<file path="src/rtl/ps2_pkg.sv">
// ---------------------------------------------------------------------------
// ps2_pkg
// Shared types and constants for the PS/2 host-to-device transmit path.
//   ps2_state_e  : transmitter FSM states
//   ST_*         : completion status codes reported with o_done
//   FRAME_FALLS  : device falling edges in one host frame (8 data, parity,
//                  stop, ack)
//   odd_parity() : parity bit that makes the 9-bit {parity, data} word odd
// ---------------------------------------------------------------------------
package ps2_pkg;

   typedef enum logic [2:0] {
      IDLE,
      INHIBIT,
      RTS,
      SHIFT,
      WAIT_IDLE,
      DONE
   } ps2_state_e;

   localparam logic [1:0] ST_OK      = 2'b00;
   localparam logic [1:0] ST_NOACK   = 2'b01;
   localparam logic [1:0] ST_TIMEOUT = 2'b10;

   localparam logic [3:0] FRAME_FALLS = 4'd11;

   function automatic logic odd_parity(input logic [7:0] data);
      return ~^data;
   endfunction

endpackage

</file>
<file path="src/rtl/ps2_line_filter.sv">
// ---------------------------------------------------------------------------
// ps2_line_filter
// Conditions one asynchronous PS/2 pad level: 2-flop synchronizer, a
// FILT_LEN-sample glitch filter and a registered falling-edge flag.
// Pad edge to o_fall latency is 2 + FILT_LEN + 1 i_clk cycles.
// Ports:
//   i_clk, i_rst : system clock, synchronous active-high reset
//   i_pad        : raw pad level (asynchronous)
//   o_level      : filtered level (resets high, the idle bus level)
//   o_fall       : one-cycle pulse after the filtered level goes 1->0
// ---------------------------------------------------------------------------
module ps2_line_filter #(
   parameter int FILT_LEN = 4
) (
   input  logic i_clk,
   input  logic i_rst,
   input  logic i_pad,
   output logic o_level,
   output logic o_fall
);

   localparam int CW = $clog2(FILT_LEN + 1);

   logic          sync1_q;
   logic          sync2_q;
   logic          level_q;
   logic          level_prev_q;
   logic          fall_q;
   logic [CW-1:0] cnt_q;

   always_ff @(posedge i_clk) begin
      if (i_rst) begin
         sync1_q      <= 1'b1;
         sync2_q      <= 1'b1;
         level_q      <= 1'b1;
         level_prev_q <= 1'b1;
         fall_q       <= 1'b0;
         cnt_q        <= '0;
      end else begin
         sync1_q      <= i_pad;
         sync2_q      <= sync1_q;
         level_prev_q <= level_q;
         fall_q       <= level_prev_q & ~level_q;
         // Count consecutive samples that disagree with the accepted level;
         // any agreeing sample restarts the count, so short glitches die here.
         if (sync2_q != level_q) begin
            if (cnt_q == CW'(FILT_LEN - 1)) begin
               level_q <= sync2_q;
               cnt_q   <= '0;
            end else begin
               cnt_q <= cnt_q + CW'(1);
            end
         end else begin
            cnt_q <= '0;
         end
      end
   end

   assign o_level = level_q;
   assign o_fall  = fall_q;

endmodule

</file>
<file path="src/rtl/ps2_host_tx.sv">
// ---------------------------------------------------------------------------
// ps2_host_tx
// Host-to-device PS/2 transmitter. Inhibits the bus, issues request-to-send,
// shifts data/odd parity/stop on device clocks, samples the device ack and
// reports a status with a one-cycle o_done pulse.
// Ports:
//   i_clk, i_rst               : system clock, synchronous active-high reset
//   i_tx_valid, i_tx_data      : command byte offer
//   o_tx_ready                 : high only in IDLE
//   o_busy                     : high from acceptance through DONE
//   o_done, o_status           : completion pulse and status (00 ok,
//                                01 no ack, 10 timeout)
//   i_ps2_clk, i_ps2_dat       : raw pad levels
//   o_ps2_clk_oe, o_ps2_dat_oe : 1 = pull the open-drain line low
// Handshake: a byte is taken on the rising edge where i_tx_valid and
// o_tx_ready are both high; i_tx_valid at any other time is ignored and
// nothing is queued.
// ---------------------------------------------------------------------------
module ps2_host_tx
   import ps2_pkg::*;
#(
   parameter int INHIBIT_CYC = 6000,
   parameter int TIMEOUT_CYC = 750000,
   parameter int FILT_LEN    = 4
) (
   input  logic       i_clk,
   input  logic       i_rst,
   input  logic       i_tx_valid,
   input  logic [7:0] i_tx_data,
   output logic       o_tx_ready,
   output logic       o_busy,
   output logic       o_done,
   output logic [1:0] o_status,
   input  logic       i_ps2_clk,
   input  logic       i_ps2_dat,
   output logic       o_ps2_clk_oe,
   output logic       o_ps2_dat_oe
);

   localparam int IW = $clog2(INHIBIT_CYC);
   localparam int TW = $clog2(TIMEOUT_CYC + 1);

   ps2_state_e    state_q;
   logic [IW-1:0] inh_cnt_q;
   logic [TW-1:0] tmo_cnt_q;
   logic [TW-1:0] tmo_cnt_d;
   logic [3:0]    fall_cnt_q;
   logic [3:0]    fall_cnt_d;
   logic [8:0]    shift_q;
   logic          clk_oe_q;
   logic          dat_oe_q;
   logic          done_q;
   logic          busy_q;
   logic          ready_q;
   logic [1:0]    status_q;
   logic          dat_s1_q;
   logic          dat_s2_q;
   logic          clk_level;
   logic          clk_fall;
   logic          tmo_hit;

   ps2_line_filter #(
      .FILT_LEN (FILT_LEN)
   ) u_clk_filter (
      .i_clk   (i_clk),
      .i_rst   (i_rst),
      .i_pad   (i_ps2_clk),
      .o_level (clk_level),
      .o_fall  (clk_fall)
   );

   // Data only needs synchronizing: it is sampled at clock-edge flags and
   // checked for idle, never edge-detected.
   always_ff @(posedge i_clk) begin
      if (i_rst) begin
         dat_s1_q <= 1'b1;
         dat_s2_q <= 1'b1;
      end else begin
         dat_s1_q <= i_ps2_dat;
         dat_s2_q <= dat_s1_q;
      end
   end

   // Saturating timeout count; it hits on the cycle that would make it
   // TIMEOUT_CYC, so the released lines appear TIMEOUT_CYC cycles after the
   // count was last cleared.
   always_comb begin
      tmo_cnt_d  = (tmo_cnt_q == TW'(TIMEOUT_CYC)) ? tmo_cnt_q : tmo_cnt_q + TW'(1);
      tmo_hit    = (tmo_cnt_d == TW'(TIMEOUT_CYC));
      fall_cnt_d = fall_cnt_q + 4'd1;
   end

   always_ff @(posedge i_clk) begin
      if (i_rst) begin
         state_q    <= IDLE;
         inh_cnt_q  <= '0;
         tmo_cnt_q  <= '0;
         fall_cnt_q <= '0;
         shift_q    <= '0;
         clk_oe_q   <= 1'b0;
         dat_oe_q   <= 1'b0;
         done_q     <= 1'b0;
         busy_q     <= 1'b0;
         ready_q    <= 1'b1;
         status_q   <= ST_OK;
      end else begin
         done_q <= 1'b0;
         case (state_q)
            IDLE: begin
               if (i_tx_valid) begin
                  shift_q   <= {odd_parity(i_tx_data), i_tx_data};
                  busy_q    <= 1'b1;
                  ready_q   <= 1'b0;
                  clk_oe_q  <= 1'b1;
                  inh_cnt_q <= '0;
                  state_q   <= INHIBIT;
               end
            end
            INHIBIT: begin
               // clk_oe is visible for the INHIBIT_CYC-1 cycles here plus the
               // RTS cycle; dat goes low in RTS, one cycle before clk release.
               if (inh_cnt_q == IW'(INHIBIT_CYC - 2)) begin
                  dat_oe_q <= 1'b1;
                  state_q  <= RTS;
               end else begin
                  inh_cnt_q <= inh_cnt_q + IW'(1);
               end
            end
            RTS: begin
               clk_oe_q   <= 1'b0;
               fall_cnt_q <= '0;
               tmo_cnt_q  <= '0;
               state_q    <= SHIFT;
            end
            SHIFT: begin
               if (clk_fall) begin
                  tmo_cnt_q  <= '0;
                  fall_cnt_q <= fall_cnt_d;
                  if (fall_cnt_d <= 4'd9) begin
                     // Edges 1..9 put data LSB first, then parity, on the line.
                     dat_oe_q <= ~shift_q[0];
                     shift_q  <= {1'b0, shift_q[8:1]};
                  end else if (fall_cnt_d != FRAME_FALLS) begin
                     dat_oe_q <= 1'b0;
                  end else begin
                     status_q <= dat_s2_q ? ST_NOACK : ST_OK;
                     state_q  <= WAIT_IDLE;
                  end
               end else if (tmo_hit) begin
                  clk_oe_q <= 1'b0;
                  dat_oe_q <= 1'b0;
                  status_q <= ST_TIMEOUT;
                  done_q   <= 1'b1;
                  state_q  <= DONE;
               end else begin
                  tmo_cnt_q <= tmo_cnt_d;
               end
            end
            WAIT_IDLE: begin
               if (clk_level && dat_s2_q) begin
                  done_q  <= 1'b1;
                  state_q <= DONE;
               end else if (clk_fall) begin
                  tmo_cnt_q <= '0;
               end else if (tmo_hit) begin
                  clk_oe_q <= 1'b0;
                  dat_oe_q <= 1'b0;
                  status_q <= ST_TIMEOUT;
                  done_q   <= 1'b1;
                  state_q  <= DONE;
               end else begin
                  tmo_cnt_q <= tmo_cnt_d;
               end
            end
            DONE: begin
               busy_q  <= 1'b0;
               ready_q <= 1'b1;
               state_q <= IDLE;
            end
            default: begin
               clk_oe_q <= 1'b0;
               dat_oe_q <= 1'b0;
               busy_q   <= 1'b0;
               ready_q  <= 1'b1;
               state_q  <= IDLE;
            end
         endcase
      end
   end

   assign o_tx_ready   = ready_q;
   assign o_busy       = busy_q;
   assign o_done       = done_q;
   assign o_status     = status_q;
   assign o_ps2_clk_oe = clk_oe_q;
   assign o_ps2_dat_oe = dat_oe_q;

endmodule

</file>
<file path="config.mk">
export PLATFORM = sky130hd
export DESIGN_NAME = ps2_host_tx
export DESIGN_NICKNAME = d
export VERILOG_FILES = /design/src/rtl/ps2_pkg.sv /design/src/rtl/ps2_line_filter.sv /design/src/rtl/ps2_host_tx.sv
export SDC_FILE = /design/constraint.sdc
export NUM_CORES = 1
export LEC_CHECK = 0
export BUFFER_PORTS_ARGS = -buffer_cell sky130_fd_sc_hd__buf_2
export CAP_MARGIN = 15
export CORE_MARGIN = 5
export CORE_UTILIZATION = 45
export CTS_BUF_LIST = sky130_fd_sc_hd__clkbuf_16
export CTS_CLUSTER_DIAMETER = 60
export DETAILED_ROUTE_END_ITERATION = 10
export GPL_TIMING_DRIVEN = 0
export PLACE_DENSITY = 0.62
export SETUP_SLACK_MARGIN = 0.1
export SYNTH_ARGS = -nofsm -noshare
export SYNTH_HDL_FRONTEND = slang
export SYNTH_SLANG_ARGS = --single-unit
</file>
<file path="constraint.sdc">
create_clock -name i_clk -period 6.3 [get_ports i_clk]
set_input_delay 1.26 -clock i_clk [delete_from_list [all_inputs] [get_ports i_clk]]
set_output_delay 1.26 -clock i_clk [all_outputs]
set_load 0.05 [all_outputs]
</file>
==> results of run 1 <==
## cell families (layout without fill, tap and decap cells)
family | Yosys count | after routing | synth area share [%]
and+or+nand+nor | 232 | 232 | 32.2
AOI/OAI and AO/OA | 103 | 103 | 19.0
DFF | 66 | 66 | 34.9
buffers and inverters | 41 | 76 | 4.40
xor gates and xnor gates | 22 | 22 | 5.10
adders and majority gates | 10 | 10 | 3.31
muxes | 4 | 4 | 1.13
## final cells by class
cell class                 instances  area [µm²]
sequential                        66        1320
clock buffer                       9         225
timing repair buffer              19        95.1
buffer                            23        98.8
tap                              105         131
inverter                          18        67.6
clock inverter                     7        77.6
fill                             794        3910
multi-input combinational        371        2290
## final timing paths
| kind | startpoint | end | slack [ps] | depth (start not counted) |
|---|---|---|---|---|
| hold reg to reg | u_clk_filter.sync1_q$_SDFF_PP1_ | u_clk_filter.sync2_q$_SDFF_PP1_ | 420 | 1 |
| setup reg to reg | tmo_cnt_q[1]$_SDFFE_PP0P_ | tmo_cnt_q[9]$_SDFFE_PP0P_ | 2860 | 10 |
| setup / recovery | tmo_cnt_q[1]$_SDFFE_PP0P_ | tmo_cnt_q[9]$_SDFFE_PP0P_ | 2860 | 10 |
| hold / removal | u_clk_filter.sync1_q$_SDFF_PP1_ | u_clk_filter.sync2_q$_SDFF_PP1_ | 420 | 1 |
## power by group through the flow
stage	combinational (µW)	clock [µW]	sequential, µW
after detailed placement	245	0	478
after floorplan	161	0	497
after CTS	247	519	469
after global routing	276	539	473
after global placement	244	0	477
final	249	514	469
## synthesized netlist by cell type (3+ instances only)
master	number	share of area [%]
nand2b_1	4	0.66
o21ai_0	23	3.0
nor2b_1	3	0.50
dfxtp_1	66	35
nor2_1	56	5.6
nand4_1	10	1.7
a311oi_1	9	2.1
clkbuf_1	18	1.8
or3_1	9	1.5
ha_1	10	3.3
o41ai_1	6	1.4
and3_1	6	0.99
nor3_1	7	0.93
or2_2	11	1.8
nand2_1	56	5.6
inv_1	18	1.8
o21ai_1	5	0.66
a211oi_1	3	0.60
nand3_1	38	5.0
a31oi_1	3	0.50
a21oi_1	28	3.7
buf_2	4	0.53
xnor2_1	11	2.5
xor2_1	11	2.5
nand3b_1	3	0.60
## critical path, delay by kind of cell, from the launching register on
kind            cells  cell delay, ps
buf+inv             1             270
fa+ha+maj           1             330
flops               1             400
compound gates      2             330
simple gates        6            1970
## state kept, by name, indices dropped and copies added, names as in the netlist, 2 cells and up
name and flops:
tmo_cnt_q 20, inh_cnt_q 13, shift_q 9, fall_cnt_q 4
state_q 3, u_clk_filter.cnt_q 3, o_status 2
## per-layer routing
metal | share of wire, % | up-vias | track usage, %
met5 | 0 | - | 0
met4 | 1.9 | 0 | 8.18
met3 | 6.0 | 19 | 3.03
met2 | 44 | 114 | 30.9
met1 | 48 | 1707 | 27.7
li1 | - | 1779 | -
## metrics by stage
stage / util (%) / hold WS [ps] / instances / worst slack [ps]
6_report: 52.5 / 416 / 618 / 2860
5_1_grt: 52.5 / 429 / 618 / 2620
4_1_cts: 52.5 / 420 / 618 / 2960
3_5_place_dp: 48.8 / 402 / 602 / 3020
3_3_place_gp: 48.8 / 399 / 602 / 3020
2_1_floorplan: - / 389 / 478 / 3690
==> flow_summary.ini, run 1 <==
[placed_design]
gp_congestion = 0.963
place_area_um2 = 4010
dp_hpwl_mm = 7.17
numPortBuffers = 19

[route]
dr.pass1.iters = 5
drc_errors = 0
vias = 3619
ant_nets = 0
drt_first_iter_violations = 268
drt-total-wl_mm = 9.83
wl_per_cell_um = 15.9
via_per_inst = 5.86

[floorplan]
initial_core_util_pct = 46.0
core_area_um2 = 8220
die_h_um = 102
num_io_pins = 20
die_x_um = 102
rows = 33
die-area_um2 = 10300

[clocking]
htreeDepth = 3
root_buffer = clkbuf_16
cts.sinks = 66
post_cts_buffers = 0
cts_hold_buf = 0
clk_latency_ps = 340
tritoncts = yes
cts_buffers = 9
cts_resized = 0
cts_max_path_buffers = 2
clkTransAtPathRegs_ps = 60

[final_layout]
fin_nets = 531
post-route-cell-area_um2 = 4310
layout-drive-gt1-share_pct = 14.6
layout_common_cells = 66 x dfxtp_1, 56 x nand2_1, 56 x nor2_1
area_growth_pct = 14.0
final_common_cell = dfxtp_1
num_antenna_cells = 0

[setup_path]
crit_chain = ha_1, nand4_1, or3_1, a21oi_1, nor4b_1, nand4_2, nor3_2, or2_2, buf_2, o21ai_0
path_class = reg -> reg
crit_arrival_ps = 3660
endpoint_kind = register
crit_path_start_kind = register
path_max_fanout = 10
critPathRequiredTime_ps = 6510
crit_slowest_cell = nor4b_1
crit_path_max_incr_delay_ps = 420

[power]
power_frac_seq_pct = 38.1
p_sw_uw = 397
p_leak_uw = 0.00156
p_comb_share_pct = 20.2
pwr-share-clk_pct = 41.7
irDropWorstVdd_uv = 157
p_per_area_nw_per_um2 = 286
p_sw_share_pct = 32.3
internal_power_uw = 834
total_power_uw = 1230

[flow_run]
drv_cap = 0

[timing]
max_slew_margin_pct = 49.5
fin_tns_setup_ps = 0
final_max_slew_viol_count = 0
finalCriticalPeriod_ps = 3440
rsz0062_at_grt = no
hold_viol = 0
period_share_pct = 54.7
setup_viol = 0
clock.fmax_ghz = 0.290
clock_skew_ps = 10.5
worst_pin_slew_ps = 751

[synthesis]
yosys_most_used_dff = dfxtp_1
synth_cells = 478
synth-edff-count = 0
yosysUniqueCellTypes = 72
ys_warn_count = 0
async_reset_ff_share_pct = 0
ys_seq_area_share_pct = 34.9
synth_fp_nets = 501
netlist_area_um2 = 3780
ys_seq_elements = 66
syn_avg_cell_area_um2 = 7.91

[grt]
antenna_found_initial = 0
grt_max_degree = 14
grt_pass1_wl_mm = 16.5
grt_remaining_overflow = 0
grt_use_total_pct = 20.0
grt_pass1_vias = 3350

[status]
status = finished, final reports clean

[min_path]
hp-class = reg -> reg
No activity file was read; power rests on OpenSTA's default activity.
==> inputs of run 2 (changes only) <==
--- a/config.mk
+++ b/config.mk
@@ -5,6 +5,7 @@
 export SDC_FILE = /design/constraint.sdc
 export NUM_CORES = 1
 export LEC_CHECK = 0
+export ABC_AREA = 1
 export BUFFER_PORTS_ARGS = -buffer_cell sky130_fd_sc_hd__buf_2
 export CAP_MARGIN = 15
 export CORE_MARGIN = 5
==> constraint.sdc (replaced) <==
create_clock -name i_clk -period 3.6 [get_ports i_clk]
set_input_delay 0.72 -clock i_clk [delete_from_list [all_inputs] [get_ports i_clk]]
set_output_delay 0.72 -clock i_clk [all_outputs]
set_load 0.05 [all_outputs]
==> flow_summary.ini, run 2 <==
[route]
dr.pass1.iters = 4
drt_first_iter_violations = 171
drt-total-wl_mm = 10.3
via_per_inst = 5.20
drc_errors = 0
vias = 4095
ant_nets = 0
wl_per_cell_um = 13.1

[clocking]
cts_hold_buf = 0
clk_latency_ps = 330
cts_resized = 0
cts_buffers = 9
tritoncts = yes
clkTransAtPathRegs_ps = 60
cts.sinks = 66
htreeDepth = 3
post_cts_buffers = 0
root_buffer = clkbuf_16
cts_max_path_buffers = 2

[timing]
setup_viol = 0
max_slew_margin_pct = 55.5
period_share_pct = 77.2
final_max_slew_viol_count = 0
clock.fmax_ghz = 0.360
holdWs_ps = 406
finalCriticalPeriod_ps = 2780
fin_tns_setup_ps = 0
hold_viol = 0
clock_skew_ps = 5.39
worst_pin_slew_ps = 665
rsz0062_at_grt = no

[final_layout]
fin_nets = 697
area_growth_pct = 13.5
largest_register = tmo_cnt_q
layout_common_cells = 194 x nand2_1, 95 x nor2_1, 80 x inv_1
num_antenna_cells = 0
largest_reg_flops = 20
top_regs = tmo_cnt_q: 20 flops, inh_cnt_q: 13 flops, shift_q: 9 flops
stdcell_count = 787
final_common_cell = nand2_1
layout-drive-gt1-share_pct = 10.2

[synthesis]
synthDominantCellAreaShare_pct = 32.5
synthSimpleGateAreaFrac_pct = 41.9
ys_seq_area_share_pct = 32.5
ys_warn_count = 0
yosysUniqueCellTypes = 31
synth_top_family_by_area = simple AND/OR/NAND/NOR gates
ys_seq_elements = 66
synth_mux_area_share_pct = 0
syn_avg_cell_area_um2 = 6.32
async_reset_ff_share_pct = 0
yosys.area.top_type = dfxtp_1
netlist_top_cells_count = 194 x nand2_1, 95 x nor2_1, 80 x inv_1, 66 x dfxtp_1, 34 x nand3_1
yosys_most_used_dff = dfxtp_1
synth-xor-area-share_pct = 3.23
yosys.cell_count.top_type = nand2_1
synth_cells = 644
synth-compound-area-share_pct = 9.29
synth_fp_nets = 667
synth-edff-count = 0
synth-adder-area-share_pct = 3.08
netlist_area_um2 = 4070
synth_area_leaders = dfxtp_1 32%, nand2_1 18%, nor2_1 8.8%, inv_1 7.4%, nand3_1 4.2%

[grt]
grt_max_degree = 13
grt_remaining_overflow = 0
grt_pass1_vias = 3695
antenna_found_initial = 0
grt_pass1_wl_mm = 17.2
grt_use_total_pct = 18.8

[setup_path]
crit_path_max_incr_delay_ps = 480
path_max_fanout = 10
crit_path_start_kind = register
r2r_setup_slack_ps = 820
crit_chain = ha_1, nand3_2, nor2_4, nand2_1, nand2_1, nand2_1, nor2_1, nand2_1, nor2_1, nand2_1, nor2_4, nand3_4, nand3_4, buf_6, nand2_1, inv_1, nor2_1
crit_arrival_ps = 3010
r2r-start = tmo_cnt_q[0]$_SDFFE_PP0P_
critPathRequiredTime_ps = 3830
crit_slowest_cell = dfxtp_1
rr_worst_depth = 17
endpoint_kind = register
cpMostUsedCell = nand2_1
path_class = reg -> reg
r2r_end = tmo_cnt_q[12]$_SDFFE_PP0P_

[min_path]
min_to = dat_s2_q$_SDFF_PP1_
min_from = dat_s1_q$_SDFF_PP1_
whs_path_depth = 1
hp-class = reg -> reg

[placed_design]
gp_congestion = 0.941
dp_hpwl_mm = 7.59
numPortBuffers = 19
placed_cells = 771

[power]
irDropWorstVdd_uv = 419
p_leak_uw = 0.00199
total_power_uw = 3370
p_per_area_nw_per_um2 = 729

[floorplan]
die_x_um = 105
die-area_um2 = 11000
core_area_um2 = 8760
die_h_um = 105
initial_core_util_pct = 46.4
num_io_pins = 20
rows = 34

[flow_run]
drv_cap = 0

[status]
status = finished, final reports clean
## run 2: cell count changes after synthesis, sizes merged, moves of 5 or more
cell	change
a311oi	-9
a31oi	+5
inv	+66
or2	-7
or3	-11
o41ai	-7
o21ai	-7
nor2	+51
nand4	+14
clkbuf	-9
nand2	+142
## run 2: kinds of logic after synthesis
family / count (synthesis)
compound gates: 67
simple gates: 385
fa+ha+maj: 10
xor+xnor: 15
flops: 66
buf+inv: 101
## run 2: how the worst max path moves through the flow
stage	startpoint	cells after the start	to	slack, ps
after floorplan	tmo_cnt_q[0]$_SDFFE_PP0P_	16	tmo_cnt_q[10]$_SDFFE_PP0P_	1450
after global placement	tmo_cnt_q[0]$_SDFFE_PP0P_	17	tmo_cnt_q[5]$_SDFFE_PP0P_	910
after detailed placement	tmo_cnt_q[0]$_SDFFE_PP0P_	17	tmo_cnt_q[12]$_SDFFE_PP0P_	870
after CTS	tmo_cnt_q[0]$_SDFFE_PP0P_	17	tmo_cnt_q[12]$_SDFFE_PP0P_	850
after global routing	tmo_cnt_q[0]$_SDFFE_PP0P_	17	tmo_cnt_q[10]$_SDFFE_PP0P_	650
final	tmo_cnt_q[0]$_SDFFE_PP0P_	17	tmo_cnt_q[12]$_SDFFE_PP0P_	820
## run 2: power breakdown
part | total [µW] | internal [µW] | switching (µW)
clock | 956 | 605 | 351
sequential | 1100 | 914 | 183
combinational | 1310 | 427 | 886
## run 2: critical path, delay by kind of cell, from the launching register on
kind | cells | cell delay, ps
buffers and inverters | 2 | 230
flip-flops | 1 | 480
adder cells (fa/ha/maj) | 1 | 310
AND/OR/NAND/NOR | 14 | 1650
## run 2: final cells by class
class,instances,area [µm²]
clock inverter,7,92.6
inverter,88,330
clock buffer,9,225
tap,108,135
sequential,66,1320
fill,916,4150
timing repair buffer,19,95.1
buffer,13,76.3
multi-input combinational,477,2340
## run 2: stage by stage
step	instance area [µm²]	setup slack, ps	util [%]
floorplan	4070	1450	-
global placement	4300	907	49.1
detailed placement	4300	875	49.1
CTS	4620	848	52.7
global route	4620	654	52.7
finish	4620	819	52.7
## run 2: routing by layer
layer  track usage (%)  share of wire (%)  routed length, µm  vias up
met5                 0                  0                  0        -
met4              8.13                3.1                325        0
met3              3.02                5.5                564       28
met2              31.2                 46               4770       94
met1              24.0                 45               4690     1861
li1                  -                  -                  -     2112
==> inputs of run 3 (changes only) <==
--- a/config.mk
+++ b/config.mk
@@ -14,7 +14,7 @@
 export CTS_CLUSTER_DIAMETER = 60
 export DETAILED_ROUTE_END_ITERATION = 10
 export GPL_TIMING_DRIVEN = 0
-export PLACE_DENSITY = 0.62
+export PLACE_DENSITY = 0.64
 export SETUP_SLACK_MARGIN = 0.1
 export SYNTH_ARGS = -nofsm -noshare
 export SYNTH_HDL_FRONTEND = slang
==> constraint.sdc (replaced) <==
create_clock -name i_clk -period 2.54 [get_ports i_clk]
set_input_delay 0.508 -clock i_clk [delete_from_list [all_inputs] [get_ports i_clk]]
set_output_delay 0.508 -clock i_clk [all_outputs]
set_load 0.05 [all_outputs]
==> flow_summary.ini, run 3 (synthesized netlist as in run 2, its figures left out) <==
[status]
status = finished, final reports clean

[floorplan]
initial_core_util_pct = 46.4
num_io_pins = 20
die-area_um2 = 11000
core_area_um2 = 8760
rows = 34
die_h_um = 105
die_x_um = 105

[timing]
final_max_slew_viol_count = 0
max_slew_margin_pct = 61.5
holdWs_ps = 357
finalCriticalPeriod_ps = 2380
clock.fmax_ghz = 0.420
worst_pin_slew_ps = 577
period_share_pct = 93.7
rsz0062_at_grt = yes
clock_skew_ps = 6.69
setup_viol = 0
hold_viol = 0
fin_tns_setup_ps = 0

[grt]
grt_use_total_pct = 19.0
grt_remaining_overflow = 0
antenna_found_initial = 0
grt_pass1_vias = 3892
grt_pass1_wl_mm = 17.6
grt_max_degree = 12

[power]
total_power_uw = 5090
p_leak_uw = 0.00209
irDropWorstVdd_uv = 841
p_per_area_nw_per_um2 = 1030

[clocking]
cts_max_path_buffers = 2
clk_latency_ps = 330
htreeDepth = 3
cts.sinks = 66
root_buffer = clkbuf_16
clkTransAtPathRegs_ps = 60
tritoncts = yes
cts_hold_buf = 0
cts_buffers = 9

[flow_run]
drv_cap = 0

[route]
dr.pass1.iters = 5
via_per_inst = 5.25
drc_errors = 0
drt-total-wl_mm = 10.8
ant_nets = 0
drt_first_iter_violations = 170
vias = 4228
wl_per_cell_um = 13.4

[final_layout]
largest_register = tmo_cnt_q
largest_reg_flops = 20
area_growth_pct = 21.6
layout_common_cells = 175 x nand2_1, 81 x nor2_1, 74 x inv_1
fillers = 867
layout-drive-gt1-share_pct = 19.8
num_antenna_cells = 0
final_common_cell = nand2_1
fin_nets = 715
stdcell_count = 805
top_regs = tmo_cnt_q: 20 flops, inh_cnt_q: 13 flops, shift_q: 9 flops

[placed_design]
numPortBuffers = 19
gp_congestion = 0.907
placed_cells = 771
dp_hpwl_mm = 7.57

[setup_path]
crit_slowest_cell = dfxtp_4
crit_family = simple AND/OR/NAND/NOR gates
crit_arrival_ps = 2610
path_class = reg -> reg
endpoint_kind = register
crit_path_start_kind = register
crit_chain = ha_4, nand3_4, nor2_4, nand2_1, nand2_1, nand2_1, nor2_2, nand2_2, nor2_1, nand2_1, nor2_4, nand3_4, nand3_4, clkbuf_16, nand2_2, inv_1, nor2_1
critPathRequiredTime_ps = 2770
path_max_fanout = 7
critPathBufInv = 2
crit_path_max_incr_delay_ps = 390
cpMostUsedCell = nand2_1

[min_path]
hp-class = in -> reg
[run 3: worst paths after layout]
check                                                startpoint                         endpoint  slack, ps  cells past startpoint
worst min-delay path                                  i_ps2_clk  u_clk_filter.sync1_q$_SDFF_PP1_        360                      2
worst max register to register        tmo_cnt_q[0]$_SDFFE_PP0P_       tmo_cnt_q[10]$_SDFFE_PP0P_        160                     17
worst min register to register  u_clk_filter.sync1_q$_SDFF_PP1_  u_clk_filter.sync2_q$_SDFF_PP1_        410                      1
worst max-delay path                  tmo_cnt_q[0]$_SDFFE_PP0P_       tmo_cnt_q[10]$_SDFFE_PP0P_        160                     17
[run 3: power breakdown]
group / internal (µW) / switching (µW) / leakage (µW)
registers: 1310 / 280 / 0.000541
clock network: 749 / 474 / 0.000145
logic: 846 / 1440 / 0.00141
[run 3: layout make-up]
| cell class | count | area (µm²) | share of cell area (%) |
|---|---|---|---|
| clock inverters | 7 | 62.6 | 1.26 |
| inverters | 88 | 334 | 6.75 |
| well taps | 108 | 135 | 2.73 |
| flip-flops and latches | 66 | 1330 | 26.9 |
| repair buffers | 37 | 273 | 5.51 |
| clock buffers | 9 | 225 | 4.55 |
| multi-input cells | 477 | 2510 | 50.6 |
| plain buffers | 13 | 82.6 | 1.67 |
[run 3: repair_timing]
| action | in CTS | in global routing |
|---|---|---|
| cloned | 0 | 2 |
| resized for setup | 6 | 67 |
| setup endpoints to repair | 24 | 36 |
| pin swaps | 1 | 24 |
| setup buffers | 7 | 9 |
[run 3: layer usage]
| metal | GRT usage [%] | up-vias | share of wire [%] |
|---|---|---|---|
| li1 | - | 2135 | - |
| met4 | 7.49 | 0 | 2.9 |
| met3 | 4.50 | 24 | 4.7 |
| met2 | 31.0 | 98 | 48 |
| met1 | 24.2 | 1971 | 44 |
| met5 | 0 | - | 0 |
[run 3: stage by stage]
step                      worst slack, ps  cell area, µm²  util (%)
after floorplan                       387            4070         -
after global placement               -142            4300      49.1
after detailed placement             -119            4300      49.1
after CTS                             108            4660      53.2
after global routing                -20.3            4950      56.5
final                                 160            4950      56.5
